--- src/rtl/sky130_sram_1rw1r_param_if.sv ---
// Bus bundle for the 1RW + 1R SRAM.
// master: drives chip selects, write enable, masks, addresses and write data.
// slave : the SRAM; returns read data, busy (init fill in progress) and the
//         same-address write/read collision pulse.
interface sky130_sram_1rw1r_param_if #(
  parameter int NUM_WMASKS = 4,
  parameter int ADDR_WIDTH = 5,
  parameter int DATA_WIDTH = 9
);
  logic                  csb0;
  logic                  web0;
  logic [NUM_WMASKS-1:0] wmask0;
  logic                  spare_wen0;
  logic [ADDR_WIDTH-1:0] addr0;
  logic [DATA_WIDTH-1:0] din0;
  logic [DATA_WIDTH-1:0] dout0;
  logic                  csb1;
  logic [ADDR_WIDTH-1:0] addr1;
  logic [DATA_WIDTH-1:0] dout1;
  logic                  busy;
  logic                  collision;

  modport master (
    output csb0, web0, wmask0, spare_wen0, addr0, din0, csb1, addr1,
    input  dout0, dout1, busy, collision
  );

  modport slave (
    input  csb0, web0, wmask0, spare_wen0, addr0, din0, csb1, addr1,
    output dout0, dout1, busy, collision
  );
endinterface

--- src/rtl/sky130_sram_1rw1r_param.sv ---
// Behavioural 1RW + 1R SRAM with lane write masks, spare columns, optional
// output register and an optional zero-fill after reset.
// Ports:
//   clk0  - single clock, rising edge
//   rst_n - asynchronous active-low reset
//   bus   - slave side of sky130_sram_1rw1r_param_if (port 0 RW, port 1 R,
//           busy, collision)
//
// state    | meaning
// ---------+-----------------------------------------------------------
// ST_INIT  | zero-filling word clr_cnt each cycle, requests ignored
// ST_READY | normal operation on both ports
module sky130_sram_1rw1r_param #(
  parameter int NUM_WMASKS     = 4,
  parameter int WRITE_SIZE     = 2,
  parameter int NUM_SPARE_COLS = 1,
  parameter int ADDR_WIDTH     = 5,
  parameter int OUT_REG        = 0,
  parameter int INIT_CLEAR     = 1
) (
  input logic clk0,
  input logic rst_n,
  sky130_sram_1rw1r_param_if.slave bus
);
  localparam int LANE_BITS  = NUM_WMASKS * WRITE_SIZE;
  localparam int DATA_WIDTH = LANE_BITS + NUM_SPARE_COLS;
  localparam int RAM_DEPTH  = 1 << ADDR_WIDTH;

  typedef enum logic {ST_INIT, ST_READY} state_t;

  state_t                state_q, state_d;
  logic [ADDR_WIDTH-1:0] clr_cnt_q, clr_cnt_d;
  logic [DATA_WIDTH-1:0] dout0_q, dout0_d, dout1_q, dout1_d;
  logic [DATA_WIDTH-1:0] pipe0_q, pipe0_d, pipe1_q, pipe1_d;
  logic                  pv0_q, pv0_d, pv1_q, pv1_d;
  logic                  collision_q, collision_d;

  logic [DATA_WIDTH-1:0] mem [RAM_DEPTH];

  logic                  ready, rd0, rd1, wr0;
  logic [DATA_WIDTH-1:0] bit_we, wdata;

  always_comb begin
    ready = (state_q == ST_READY);
    rd0   = ready & ~bus.csb0 & bus.web0;
    wr0   = ready & ~bus.csb0 & ~bus.web0;
    rd1   = ready & ~bus.csb1;

    // Expand lane masks to per-bit enables; spare bits ride on spare_wen0.
    bit_we = '0;
    for (int i = 0; i < NUM_WMASKS; i++) begin
      bit_we[i*WRITE_SIZE +: WRITE_SIZE] = {WRITE_SIZE{bus.wmask0[i]}};
    end
    for (int b = LANE_BITS; b < DATA_WIDTH; b++) begin
      bit_we[b] = bus.spare_wen0;
    end
    wdata = (mem[bus.addr0] & ~bit_we) | (bus.din0 & bit_we);

    state_d   = state_q;
    clr_cnt_d = clr_cnt_q;
    if (!ready) begin
      clr_cnt_d = clr_cnt_q + 1'b1;
      if (&clr_cnt_q) state_d = ST_READY;
    end

    collision_d = wr0 & rd1 & (bus.addr0 == bus.addr1);

    // Read stage: the array is sampled before this edge's write lands, so
    // port 1 sees the pre-write word on a same-address collision.
    pipe0_d = rd0 ? mem[bus.addr0] : pipe0_q;
    pipe1_d = rd1 ? mem[bus.addr1] : pipe1_q;
    pv0_d   = rd0;
    pv1_d   = rd1;

    if (OUT_REG != 0) begin
      // Output stage advances every cycle; holds when nothing was read.
      dout0_d = pv0_q ? pipe0_q : dout0_q;
      dout1_d = pv1_q ? pipe1_q : dout1_q;
    end else begin
      dout0_d = pipe0_d;
      dout1_d = pipe1_d;
    end
  end

  always_ff @(posedge clk0 or negedge rst_n) begin
    if (!rst_n) begin
      state_q     <= (INIT_CLEAR != 0) ? ST_INIT : ST_READY;
      clr_cnt_q   <= '0;
      dout0_q     <= '0;
      dout1_q     <= '0;
      pipe0_q     <= '0;
      pipe1_q     <= '0;
      pv0_q       <= 1'b0;
      pv1_q       <= 1'b0;
      collision_q <= 1'b0;
    end else begin
      state_q     <= state_d;
      clr_cnt_q   <= clr_cnt_d;
      dout0_q     <= dout0_d;
      dout1_q     <= dout1_d;
      pipe0_q     <= pipe0_d;
      pipe1_q     <= pipe1_d;
      pv0_q       <= pv0_d;
      pv1_q       <= pv1_d;
      collision_q <= collision_d;
    end
  end

  // The array itself has no reset. With INIT_CLEAR=0 port 0 must be kept
  // deselected while rst_n is low, since READY is already in force then.
  always_ff @(posedge clk0) begin
    if (!ready) begin
      mem[clr_cnt_q] <= '0;
    end else if (wr0) begin
      mem[bus.addr0] <= wdata;
    end
  end

  assign bus.dout0     = dout0_q;
  assign bus.dout1     = dout1_q;
  assign bus.busy      = ~ready;
  assign bus.collision = collision_q;
endmodule

--- src/flat_wrapper.sv ---
// flat-port wrapper written by rule: the top's interface ports become plain ports
module sky130_sram_1rw1r_param_flat 
#(
  parameter int NUM_WMASKS     = 4,
  parameter int WRITE_SIZE     = 2,
  parameter int NUM_SPARE_COLS = 1,
  parameter int ADDR_WIDTH     = 5,
  parameter int OUT_REG        = 0,
  parameter int INIT_CLEAR     = 1
)
  (clk0, rst_n, bus_csb0, bus_web0, bus_wmask0, bus_spare_wen0, bus_addr0, bus_din0, bus_csb1, bus_addr1, bus_dout0, bus_dout1, bus_busy, bus_collision);
  sky130_sram_1rw1r_param_if #(.NUM_WMASKS(NUM_WMASKS), .ADDR_WIDTH(ADDR_WIDTH)) bus_i ();
  input logic clk0;
  input logic rst_n;
  input wire logic [$bits(bus_i.csb0)-1:0] bus_csb0;
  input wire logic [$bits(bus_i.web0)-1:0] bus_web0;
  input wire logic [$bits(bus_i.wmask0)-1:0] bus_wmask0;
  input wire logic [$bits(bus_i.spare_wen0)-1:0] bus_spare_wen0;
  input wire logic [$bits(bus_i.addr0)-1:0] bus_addr0;
  input wire logic [$bits(bus_i.din0)-1:0] bus_din0;
  input wire logic [$bits(bus_i.csb1)-1:0] bus_csb1;
  input wire logic [$bits(bus_i.addr1)-1:0] bus_addr1;
  output wire logic [$bits(bus_i.dout0)-1:0] bus_dout0;
  output wire logic [$bits(bus_i.dout1)-1:0] bus_dout1;
  output wire logic [$bits(bus_i.busy)-1:0] bus_busy;
  output wire logic [$bits(bus_i.collision)-1:0] bus_collision;
  assign bus_i.csb0 = bus_csb0;
  assign bus_i.web0 = bus_web0;
  assign bus_i.wmask0 = bus_wmask0;
  assign bus_i.spare_wen0 = bus_spare_wen0;
  assign bus_i.addr0 = bus_addr0;
  assign bus_i.din0 = bus_din0;
  assign bus_i.csb1 = bus_csb1;
  assign bus_i.addr1 = bus_addr1;
  assign bus_dout0 = bus_i.dout0;
  assign bus_dout1 = bus_i.dout1;
  assign bus_busy = bus_i.busy;
  assign bus_collision = bus_i.collision;
  sky130_sram_1rw1r_param #(.NUM_WMASKS(NUM_WMASKS), .WRITE_SIZE(WRITE_SIZE), .NUM_SPARE_COLS(NUM_SPARE_COLS), .ADDR_WIDTH(ADDR_WIDTH), .OUT_REG(OUT_REG), .INIT_CLEAR(INIT_CLEAR)) u_core (.clk0(clk0), .rst_n(rst_n), .bus(bus_i));
endmodule
--- config.mk ---
export PLATFORM = sky130hd
export DESIGN_NAME = sky130_sram_1rw1r_param_flat
export DESIGN_NICKNAME = d
export VERILOG_FILES = /design/src/rtl/sky130_sram_1rw1r_param_if.sv /design/src/rtl/sky130_sram_1rw1r_param.sv /design/src/flat_wrapper.sv
export SDC_FILE = /design/constraint.sdc
export NUM_CORES = 1
export LEC_CHECK = 0
export ABC_AREA = 0
export BUFFER_PORTS_ARGS = -buffer_cell sky130_fd_sc_hd__clkbuf_2
export CAP_MARGIN = 20
export CELL_PAD_IN_SITES_DETAIL_PLACEMENT = 0
export CELL_PAD_IN_SITES_GLOBAL_PLACEMENT = 1
export CORE_ASPECT_RATIO = 0.6
export CORE_MARGIN = 4
export CORE_UTILIZATION = 46
export CTS_CLUSTER_SIZE = 8
export DETAILED_ROUTE_END_ITERATION = 6
export HOLD_SLACK_MARGIN = 0.06
export PLACE_DENSITY_LB_ADDON = 0.1
export SYNTH_ARGS = -nofsm -noshare
export SYNTH_HDL_FRONTEND = slang
export SYNTH_SLANG_ARGS = --single-unit
--- constraint.sdc ---
create_clock -name clk0 -period 2.1 [get_ports clk0]
set_input_delay 0.21 -clock clk0 [delete_from_list [all_inputs] [get_ports clk0]]
set_output_delay 0.21 -clock clk0 [all_outputs]
set_load 0.1 [all_outputs]
# Yosys cells after proc, flatten, opt, wreduce, memory -nomap -nowiden
# Memory sizes are Yosys's and may differ from the RTL's. A register that Yosys moved wholly into a read port is not among the register bits.
# Cells that the tools add are included.
# W data, S select, Z words.
dict set report word_totals {
  ramBits 288
  reg_bits 16
  n_memories 1
  inputBits 29
  word_cells 33
  latchBits 0
  rom_bits 0
}
# name words word_bits read_ports rd_ports_with_merged_regs write_ports line_no
set memory_table {}
lappend memory_table {u_core.mem 32 9 2 1 1 sky130_sram_1rw1r_param.sv:38} ;# logic [DATA_WIDTH-1:0] mem [RAM_DEPTH];
dict set report classes {
  order_cmp 0
  shift 0
  reduce_logical 3
  bitwise 14
  multipliers 0
  div_mod_pow 0
  addsub 1
  mux 9
  n_eq_ne 1
}
# cell count
set ops {}
lappend ops {{$and A9 B9 Y9} 2}
lappend ops {{$mux W9} 1}
lappend ops {{$not A9 Y9} 1}
lappend ops {{$or A9 B9 Y9} 1}
lappend ops {{$reduce_or A9 Y1} 1}
lappend ops {{$mux W1} 7}
lappend ops {{$and A1 B1 Y1} 6}
lappend ops {{$add A5 B1 Y5 const B} 1}
lappend ops {{$eq A5 B5 Y1} 1}
lappend ops {{$mux W5} 1}
lappend ops {{$reduce_and A5 Y1} 1}
lappend ops {{$not A1 Y1} 4}
lappend ops {{$logic_not A1 Y1} 1}

# Longest topological paths before layout
dict set report logic_depth {
  ltp_word 8
  depth_mapped 8
}

# Worst setup path before layout
# OpenSTA, ideal clock, no wires.
dict set report synth_timing {
  path_type {flip-flop to flip-flop}
  from {reg u_core.state_q (netlist: u_core.ready)}
  to {mem u_core.mem[18][0], enable pin}
  arrival_time_ps 1931
  n_path_buf 2
  path_stages_with_launch 8
  setup_slack_ps -205
  required_time_ps 1726
  cell_sequence {dfrtp_1 buf_2 nor3b_1 buf_2 mux2i_1 nor2b_1 nand2_1 nor2_1}
}
dict set report synth_via {
  elab_chain_cells 7
}
# element line_no
set synth_lines {}
lappend synth_lines {{start, declared} sky130_sram_1rw1r_param.sv:31} ;# state_t state_q, state_d;
lappend synth_lines {{start signal, assigned} sky130_sram_1rw1r_param.sv:87} ;# state_q <= (INIT_CLEAR != 0) ? ST_INIT : ST_READY;
lappend synth_lines {{start signal, assigned} sky130_sram_1rw1r_param.sv:97} ;# state_q <= state_d;
lappend synth_lines {{$and A1 B1 Y1 (2 in series)} sky130_sram_1rw1r_param.sv:46} ;# wr0 = ready & ~bus.csb0 & ~bus.web0;
lappend synth_lines {{$mux W1} sky130_sram_1rw1r_param.sv:114} ;# end else if (wr0) begin
lappend synth_lines {{$mux W1} sky130_sram_1rw1r_param.sv:112} ;# if (!ready) begin
lappend synth_lines {{$mux W1 (not written as such)} sky130_sram_1rw1r_param.sv:115} ;# mem[bus.addr0] <= wdata;
lappend synth_lines {{$reduce_or A9 Y1 (no line)} -}
lappend synth_lines {{$mux W5 (no line) or $mux W1 (tied branches)} -}
lappend synth_lines {{end, declared} sky130_sram_1rw1r_param.sv:38}
# Parallel ways exist; a longest one is shown, timed or not.

==> results.md <==
- Setup WS post-layout: 0.0244 ns
- Count of clock tree sinks: between 300 and 400
- Fraction of synthesis flops using an asynchronous set or reset pin: 0.0799
- Pre-CTS setup slack: -0.772 ns
- Yosys top cell by area: edfxtp_1
- Violation count after the first detailed-routing iteration: about 1,100
- Count of H-tree levels built during CTS: 2
- Core Region: about 33,000 sq um
- Avg Cell Area, Syn: approximately 15 sq um
- Most instantiated flip-flop cell in the synthesis netlist: edfxtp_1
- Placed Cells incl. Taps: around 1,700
- Site Rows: between 50 and 60
- Kind of start point of the critical path: register
- Clock-pin slew on the worst setup and hold paths: approximately 0.050 ns
- Antenna violations before repair: 1
- Post-layout util: 0.598
- Number of ports placed on the die boundary: just under 50
- Worst-path cell chain: mux2i_1, buf_4, a22oi_1, a21oi_2, nor4_4, buf_4, buf_4, buf_4, buf_4, mux2_1
- Number of flip-flops and latches in the synthesized netlist: 313
- Sum of overflow across all layers after global routing: 0
- CP max-delay cell: edfxtp_1
- Final Setup Violations: 0
- Number of enable-type register cells in the synthesized netlist: roughly 290
- Largest voltage drop on the vdd net: 0.000669 V
- Routed Antenna Nets: 0
- Minimum period implied by the final worst setup slack: 2.08 ns
- Overall power: around 16 mW
- Number of input and output port buffers inserted: between 40 and 50
- Longest individual stage delay on the worst path: roughly 0.39 ns
- Final Hold Violating Endpoints: 0
- Final HPWL DP: 34,400 um
- Total number of vias: slightly above 10,000
- Number of non-filler instances in the completed layout: 1,746
- Number of cells produced by synthesis: about 1,000
- Worst slew margin relative to its limit: 0.418
- Power per cell area: approximately 810 nW/um^2
- Slew at the pin closest to its max-slew limit: about 0.87 ns
- Leakage power of the design: around 7.6 nW
- Vias in the first global route: slightly above 10,000
- Placed instance area: 18,000 sq um
- Filler cell count in the final layout: 2,538
- Hold-critical path depth: 4
- Total CTS buffers: between 40 and 50
- Area grow syn2layout: 27.3%
- Horizontal extent of the die: ~240 um
- Worst EP required: 2.52 ns
- Type of the most critical hold path: primary input to register
- Post-detailed-routing wire length: 49,400 um
- Nets@finish: around 1,300
- Fmax achieved: 482 MHz
- Max-slew violations: 0
- Final Wtd Congestion: 0.847
- Netlist area before placement: roughly 15,000 sq um
- Height of the chip: about 150 um
- Cell depth of the worst flop-to-flop path: 10
- Count of unresolved DRC violations after routing: 0
- TritonCTS clock tree: built
- Top cell type's share of synthesized area: 0.565
- Register-to-register path setup slack: between 0.02 and 0.025 ns
- Area of the die: ~36,000 sq um
- Cell area after layout: approximately 19,000 sq um
- Maximum Capacitance Violations: 0
- Largest cells by area after synthesis: edfxtp_1 (56%), mux2i_1 (19%), a22oi_1 (5.3%)
- Ys Warns: 0
- Critical path peak fanout: 2
- Hold_sp: bus_csb1
- Global-route wire length before repair: a little over 70,000 um
- Hold Path End: u_core.bus.dout1[7]
- Fraction of the yosys area taken by sequential cells: 0.606
- Worst reg2reg path endpoint: u_core.bus.dout0[1]
- Setup Total Neg Slack: 0 ns
- Average routed wire per standard cell: between 20 and 30 um
- Library cells used by synthesis: 39
- Length of the first detailed-routing pass in iterations: 5
- Max Root-Sink Buffers: 3
- Effective utilization at floorplan: 0.470
- Detail-routed via count per cell: 5.94
- Max Clock Skew: 0.0175 ns
- Fraction of layout cells with a size suffix above 1: 0.296
- Most numerous cell in the Yosys netlist: mux2i_1
- Setup repair after global routing missed its margin: yes
- Share of the cycle needed by the critical path after routing: 0.988
- Outcome: complete, no violations
- Total global routing track utilization: 0.271
- Maximum number of pins on one net before global-route repair: 36
- Worst hold-check slack: just under 0.3 ns
- Most used cell, CP: buf_4
- Later-pin clock latency in the skew report: 0.55 ns
- CP Class: register to register
- Synthesized Nets: approximately 1,100
- Worst flop-to-flop path startpoint: u_core.mem[1][1]
- Clock tree root driver cell: clkbuf_16
- Arrival time at the worst endpoint: between 2 and 3 ns
- Nature of the critical path endpoint: register
- Most common library cells after synthesis: mux2i_1 (291), edfxtp_1 (288), a22oi_1 (108)
flip-flops by register name, indices dropped and copies added, names as in the netlist:
register and count:
u_core.bus.collision 1, u_core.bus.dout0 9, u_core.bus.dout1 9, u_core.clr_cnt_q 5
u_core.mem 288, u_core.ready 1
layer usage:
layer,global-route usage,wire [um]
met5,0,17
met4,0.0525,841
met3,0.0860,5110
met2,0.390,20600
met1,0.407,22900
placed cells by master (no fill, tap or decap), drive strengths merged, types with 2 or more instances in the layout:
master and instances:
inv 5, a22oi 108, nor2 36, nor2b 7, or2 3, o22ai 9
edfxtp 288, o211a 9, a22o 18, a32oi 4, mux2i 291, a21oi 54
dlygate4sd3 3, buf 209, ha 2, nand2b 14, clkbuf 122, a221oi 18
o41ai 9, nand3 4, nor4 10, nand2 19, mux2 12, diode 3
dfrtp 25, and2 2, xnor2 7
cell type report:
type / count / area, sq um / share of cell area
flip-flops and latches: 313 / 9270 / 0.476
inverters: 4 / 15.0 / 0.000770
clock inverters: 2 / 17.5 / 0.000899
diodes: 3 / 7.51 / 0.000385
repair buffers: 260 / 2650 / 0.136
multi-input cells: 640 / 5690 / 0.292
well taps: 450 / 563 / 0.0289
clock buffers: 74 / 1280 / 0.0655
where the power goes:
group          total [mW]  switching [mW]  internal, mW
registers            6.96          0.0449          6.91
logic                2.19            1.42         0.775
clock network        6.70            2.61          4.10
cell families after synthesis:
kind of cell	synth area share
buf+inv	0.0364
flops	0.606
simple gates	0.0350
xor+xnor	0.00457
mux	0.199
compound gates	0.118
fa+ha+maj	0.00163
critical path, delay by kind of cell (launching register included):
kind	cells	cell delay, ns
and+or+nand+nor	1	0.08
muxes	2	0.43
AOI/OAI and AO/OA	2	0.38
buffers and inverters	5	0.69
DFF	1	0.39
timing repair:
action | 4_1_cts | 5_1_grt
pin swaps | 1 | 1
setup buffers | 1 | 2
hold buffers | 3 | 0
gates resized for setup | 4 | 18
endpoints found under the hold margin | 26 | 0
setup endpoints to repair | 42 | 236
worst max-delay path by stage:
stage	startpoint	to	slack, ns
6_report	u_core.mem[1][1]	u_core.bus.dout0[1]	0.02
3_5_place_dp	bus_addr0[1]	u_core.mem[20][1]	-0.77
2_1_floorplan	u_core.ready	u_core.mem[18][0]	-0.07
4_1_cts	u_core.mem[19][6]	u_core.mem[25][6]	0.01
5_1_grt	u_core.ready	u_core.mem[21][0]	-0.04
3_3_place_gp	bus_addr0[1]	u_core.mem[23][1]	-0.78
(Power assumes the default switching activity.)
